$ cat config.mk
export PLATFORM = sky130hd
export DESIGN_NAME = fp_div_seq
export DESIGN_NICKNAME = d
export VERILOG_FILES = /design/src/rtl/fp_div_seq.sv
export SDC_FILE = /design/constraint.sdc
export NUM_CORES = 1
export LEC_CHECK = 0
export ABC_AREA = 0
export CORE_MARGIN = 2
export CORE_UTILIZATION = 40
export CTS_BUF_LIST = sky130_fd_sc_hd__clkbuf_16
export DETAILED_ROUTE_END_ITERATION = 7
export PLACE_DENSITY_LB_ADDON = 0.08
export SYNTH_ARGS = -nofsm -noshare
export SYNTH_HDL_FRONTEND = slang
export SYNTH_SLANG_ARGS = --single-unit
$ cat constraint.sdc
create_clock -name clk_i -period 2.7 [get_ports clk_i]
set_input_delay 0.54 -clock clk_i [delete_from_list [all_inputs] [get_ports clk_i]]
set_output_delay 0.54 -clock clk_i [all_outputs]
set_load 0.01 [all_outputs]
$ cat src/rtl/fp_div_seq.sv
// fp_div_seq: front-end controller for a multi-cycle floating-point divider.
// Accepts one operand pair at a time and resolves IEEE special cases locally.
// All other pairs are handed to the core through a start/done handshake, and a
// watchdog abandons the core if it does not answer in time. The result is held
// on a valid/ready output until the consumer takes it.
module fp_div_seq #(
  parameter int DATA_W  = 32,
  parameter int EXP_W   = 8,
  parameter int TIMEOUT = 64
) (
  input  logic              clk_i,
  input  logic              arst_n_i,
  input  logic              in_valid_i,
  output logic              in_ready_o,
  input  logic [DATA_W-1:0] op_a_i,
  input  logic [DATA_W-1:0] op_b_i,
  output logic              out_valid_o,
  input  logic              out_ready_i,
  output logic [DATA_W-1:0] res_o,
  output logic              bypass_o,
  output logic              timeout_o,
  output logic              core_start_o,
  output logic              core_abort_o,
  output logic [DATA_W-1:0] core_a_o,
  output logic [DATA_W-1:0] core_b_o,
  input  logic              core_done_i,
  input  logic [DATA_W-1:0] core_res_i
);

  localparam int FRAC_W = DATA_W - EXP_W - 1;
  localparam int CNT_W  = $clog2(TIMEOUT);

  // Canonical quiet NaN: positive, exponent all ones, only the fraction MSB set.
  localparam logic [DATA_W-1:0] QNAN = {1'b0, {EXP_W{1'b1}}, 1'b1, {(FRAC_W-1){1'b0}}};

  typedef enum logic [1:0] {IDLE, START, WAIT, RESP} state_t;

  state_t             state, state_nxt;
  logic [CNT_W-1:0]   wd_cnt;

  // Operand fields, taken straight from the inputs on the accept cycle.
  logic [EXP_W-1:0]  exp_a, exp_b;
  logic [FRAC_W-1:0] frac_a, frac_b;
  logic              a_nan, a_inf, a_zero, b_nan, b_inf, b_zero, res_sign;
  logic              is_special;
  logic [DATA_W-1:0] special_res;
  logic              wd_expire;

  assign exp_a  = op_a_i[DATA_W-2 -: EXP_W];
  assign exp_b  = op_b_i[DATA_W-2 -: EXP_W];
  assign frac_a = op_a_i[FRAC_W-1:0];
  assign frac_b = op_b_i[FRAC_W-1:0];

  assign a_nan  = (&exp_a) & (|frac_a);
  assign a_inf  = (&exp_a) & ~(|frac_a);
  assign a_zero = ~(|exp_a) & ~(|frac_a);
  assign b_nan  = (&exp_b) & (|frac_b);
  assign b_inf  = (&exp_b) & ~(|frac_b);
  assign b_zero = ~(|exp_b) & ~(|frac_b);

  assign res_sign  = op_a_i[DATA_W-1] ^ op_b_i[DATA_W-1];
  assign wd_expire = (wd_cnt == CNT_W'(TIMEOUT - 1));

  // Handshake outputs decode the state register only, so no input reaches them.
  assign in_ready_o  = (state == IDLE);
  assign out_valid_o = (state == RESP);

  // Special-case resolver, written as a priority chain (first match wins).
  // NOTE: every signal assigned in always_comb gets a default first; a path
  // that skips an assignment would otherwise infer a latch.
  always_comb begin
    is_special  = 1'b1;
    special_res = QNAN;
    if (a_nan || b_nan) begin
      special_res = QNAN;
    end else if (a_inf && b_inf) begin
      special_res = QNAN;
    end else if (a_zero && b_zero) begin
      special_res = QNAN;
    end else if (a_inf || b_zero) begin
      special_res = {res_sign, {EXP_W{1'b1}}, {FRAC_W{1'b0}}};
    end else if (a_zero || b_inf) begin
      special_res = {res_sign, {(DATA_W-1){1'b0}}};
    end else begin
      is_special = 1'b0;
    end
  end

  // State register.
  // NOTE: sequential state uses non-blocking assignments so every flop samples
  // the pre-edge values, independent of statement order.
  always_ff @(posedge clk_i or negedge arst_n_i) begin
    if (!arst_n_i) state <= IDLE;
    else           state <= state_nxt;
  end

  // Next-state logic.
  always_comb begin
    state_nxt = state;
    unique case (state)
      IDLE:  if (in_valid_i) state_nxt = is_special ? RESP : START;
      START: state_nxt = WAIT;
      WAIT:  if (core_done_i || wd_expire) state_nxt = RESP;
      RESP:  if (out_ready_i) state_nxt = IDLE;
      default: state_nxt = IDLE;
    endcase
  end

  // Registered datapath: operand latch, core pulses, watchdog, result capture.
  always_ff @(posedge clk_i or negedge arst_n_i) begin
    if (!arst_n_i) begin
      res_o        <= '0;
      bypass_o     <= 1'b0;
      timeout_o    <= 1'b0;
      core_start_o <= 1'b0;
      core_abort_o <= 1'b0;
      core_a_o     <= '0;
      core_b_o     <= '0;
      wd_cnt       <= '0;
    end else begin
      // Start and abort are single-cycle pulses unless re-armed below.
      core_start_o <= 1'b0;
      core_abort_o <= 1'b0;
      unique case (state)
        IDLE: begin
          if (in_valid_i) begin
            core_a_o <= op_a_i;
            core_b_o <= op_b_i;
            if (is_special) begin
              res_o     <= special_res;
              bypass_o  <= 1'b1;
              timeout_o <= 1'b0;
            end else begin
              // High during the START state, one cycle after accept.
              core_start_o <= 1'b1;
            end
          end
        end
        START: wd_cnt <= '0;
        WAIT: begin
          // A done arriving on the expiry cycle still wins over the watchdog.
          if (core_done_i) begin
            res_o     <= core_res_i;
            bypass_o  <= 1'b0;
            timeout_o <= 1'b0;
          end else if (wd_expire) begin
            res_o        <= QNAN;
            bypass_o     <= 1'b0;
            timeout_o    <= 1'b1;
            core_abort_o <= 1'b1;
          end else begin
            wd_cnt <= wd_cnt + CNT_W'(1);
          end
        end
        default: ; // RESP holds the result until it is taken
      endcase
    end
  end

endmodule

==> results.cfg <==
[run_status]
outcome = complete, no violations

[global_routing]
overflow = 0
antenna_found_initial = 0
grt_pass1_vias = 3851
grt_pass1_wl_um = 19300
grt_max_degree = 63
track_usage_pct = 19.5

[min_path]
hold_path.class = in2async

[power_and_ir_drop]
switchingPower_mw = 2.41
comb_power_share_pct = 47.0
seqPwrFrac_pct = 35.9
switching_share_pct = 31.9
clockPowerShare_pct = 17.1
p_leak_nw = 3.03
ir_drop_v = 0.000612
power_density_nw_per_um2 = 1060
intPower_mw = 5.16

[clocking]
htree_num_levels = 3
post_cts_resized = 0
clkSinkCount = 108
postCtsSetupBuffers = 0
ctsRootBufferMaster = clkbuf_16
clkTransAtPathRegs_ns = 0.07
ctsHoldBuffers = 0
cts_buffers = 9
clockBufferDepth = 2
clk_latency_ns = 0.34
cts_tree = yes

[sta]
fin_crit_ns = 2.42
period_share_pct = 89.8
slew_headroom_pct = 58.5
finalMaxSlewViolations = 0
clock_skew_ns = 0.00638
setup_ws_ns = 0.277
setup-tns-final_ns = 0
rsz0062_at_grt = no
tightest_slew_ns = 0.623
hold_viol_final = 0
setup_viol = 0
clock.fmax_mhz = 413
fin_worst_hold_slack_ns = 0.210

[logic_synthesis]
synth_common_cells = 108 x dfrtp_1, 65 x mux2_2, 57 x nand2_1
syn_avg_cell_area_um2 = 12.0
ys_ff_latch = 108
syn_inst = 384
synthesis.yosys.warnings = 0
synth_edf_count = 0
seq_area_frac_synth_pct = 58.6
syn_area_um2 = 4610
yosysTopAreaCellShare_pct = 58.6
synth_most_common_cell = dfrtp_1
ys.flop_type = dfrtp_1
yosys-top-cells-area = dfrtp_1 59%, mux2_2 16%, nand2_1 4.6%
ys_async_sr_fraction_pct = 100
yosysTopAreaCell = dfrtp_1
ys_types = 39
synth_nets = 490

[worst_setup_path]
worst-path-max-fanout = 10
arrival_ns = 2.71
cp-start-kind = input port
crit_path_end_kind = flip-flop
worstPathRequired_ns = 2.98
worstSetupPathType = in2reg

[placement]
dp_slack_ns = -0.115
io_buffers = 202
routabilityCongestion = 0.743
place_area_um2 = 6830
place_hpwl_um = 9060

[die]
die_w_um = 111
core_um2 = 11300
floorplan.initialDensity_pct = 40.7
io_pins = 203
num_rows = 39
die-area_um2 = 12400
die_h_um = 111

[detailed_routing]
num_vias = 3755
wl_per_cell_um = 16.1
routed_via_density = 5.09
antenna_violating_nets_post_route = 0
drcViolationCount = 0
drtIter0Drc = 246
routed_wl_um = 11900
first_pass_iters = 4

[layout]
antenna_cells = 0
fill_cells = 931
drive_above_1_share_pct = 17.3
multiInputGateArea_um2 = 1770
final_nets = 697
seqCellArea_um2 = 2700
stdcell_area_um2 = 7110
syn2layout_area_growth_pct = 54.4

[job]
maxCapViolCount = 0
[critical path, stage by stage]
cell and delay [ns]:
clkdlybuf4s50_1 0.43, nor4_1 0.38, nand4_1 0.20, buf_4 0.20, o31ai_4 0.34, o21a_4 0.23, buf_4 0.18, nand3_1 0.11
nand2_1 0.09
[power by group through the flow]
stage | clock network, mW | registers [mW] | logic, mW
detailed placement | 0 | 2.74 | 3.60
floorplan | 0 | 3.05 | 1.32
global route | 1.40 | 2.81 | 3.83
finish | 1.30 | 2.72 | 3.56
global placement | 0 | 2.71 | 3.55
CTS | 1.34 | 2.72 | 3.61
[cells by family (layout without fill, tap and decap cells)]
kind of cell             after synthesis  after routing  share of synthesized area [%]
AO/OA/AOI/OAI                         41             41                           6.62
XOR/XNOR                               5              5                          0.950
adder cells (fa/ha/maj)                5              5                           1.36
buffers and inverters                 25            236                           3.07
flip-flops                           108            108                           58.6
multiplexers                          65             65                           15.9
AND/OR/NAND/NOR                      135            135                           13.5
[per-stage QoR]
| step | power, mW | util (%) | std cells |
|---|---|---|---|
| after global routing | 8.04 | 62.8 | 738 |
| final | 7.57 | 62.8 | 738 |
| after floorplan | 4.37 | - | 384 |
| after CTS | 7.67 | 62.8 | 738 |
| after global placement | 6.26 | 60.3 | 723 |
| after detailed placement | 6.34 | 60.3 | 723 |
[layout make-up]
| type | instances | share of cell area, % |
|---|---|---|
| clock inverters | 6 | 0.897 |
| well taps | 143 | 2.51 |
| multi-input cells | 251 | 24.9 |
| clock buffers | 9 | 3.17 |
| flip-flops and latches | 108 | 38.0 |
| repair buffers | 214 | 30.2 |
| inverters | 7 | 0.369 |
[state kept, by name, summed over array words and instances, names as in the netlist]
| name | cells |
|---|---|
| wd_cnt | 6 |
| res_o | 32 |
| core_b_o | 32 |
| core_abort_o | 1 |
| bypass_o | 1 |
| state | 2 |
| timeout_o | 1 |
| core_a_o | 32 |
| core_start_o | 1 |
[metal layers]
metal  vias to the layer above  GRT usage [%]  part of all wire [%]
li1                       1766              -                     -
met1                      1823           23.6                    41
met2                       146           31.9                    48
met3                        20           6.86                   8.8
met4                         0           8.15                   2.1
met5                         -              0                     0
[final timing paths]
kind	depth (start not counted)	to	start	slack, ns
worst max-delay path	9	res_o[5]$_DFFE_PN0P_	op_b_i[1]	0.28
worst min-delay path	1	core_b_o[13]$_DFFE_PN0P_	arst_n_i	0.21
worst max register to register	9	res_o[31]$_DFFE_PN0P_	state[0]$_DFFE_PN0P_	0.68
worst min register to register	2	res_o[14]$_DFFE_PN0P_	res_o[14]$_DFFE_PN0P_	0.47
max in group asynchronous	2	core_a_o[2]$_DFFE_PN0P_	arst_n_i	1.76
min in group clk_i	2	res_o[14]$_DFFE_PN0P_	res_o[14]$_DFFE_PN0P_	0.47
[layout by cell type (no fill, tap or decap), types with 2 or more instances in the layout]
| cell type | count |
|---|---|
| or2_2 | 3 |
| o21ai_0 | 13 |
| nor2_1 | 18 |
| buf_4 | 10 |
| clkdlybuf4s50_1 | 201 |
| a21oi_1 | 4 |
| inv_1 | 7 |
| xor2_1 | 3 |
| and2_1 | 2 |
| mux2_2 | 65 |
| ha_1 | 5 |
| inv_6 | 2 |
| nand2_1 | 56 |
| nand3_1 | 24 |
| nor3_1 | 5 |
| dfrtp_1 | 108 |
| buf_12 | 3 |
| nor4_1 | 14 |
| nand4_1 | 7 |
| nand2b_1 | 2 |
| a22oi_1 | 2 |
| clkbuf_16 | 9 |
| a31oi_1 | 8 |
| xnor2_1 | 2 |
| o21ai_1 | 2 |
Power figures use the tool's default switching activity.
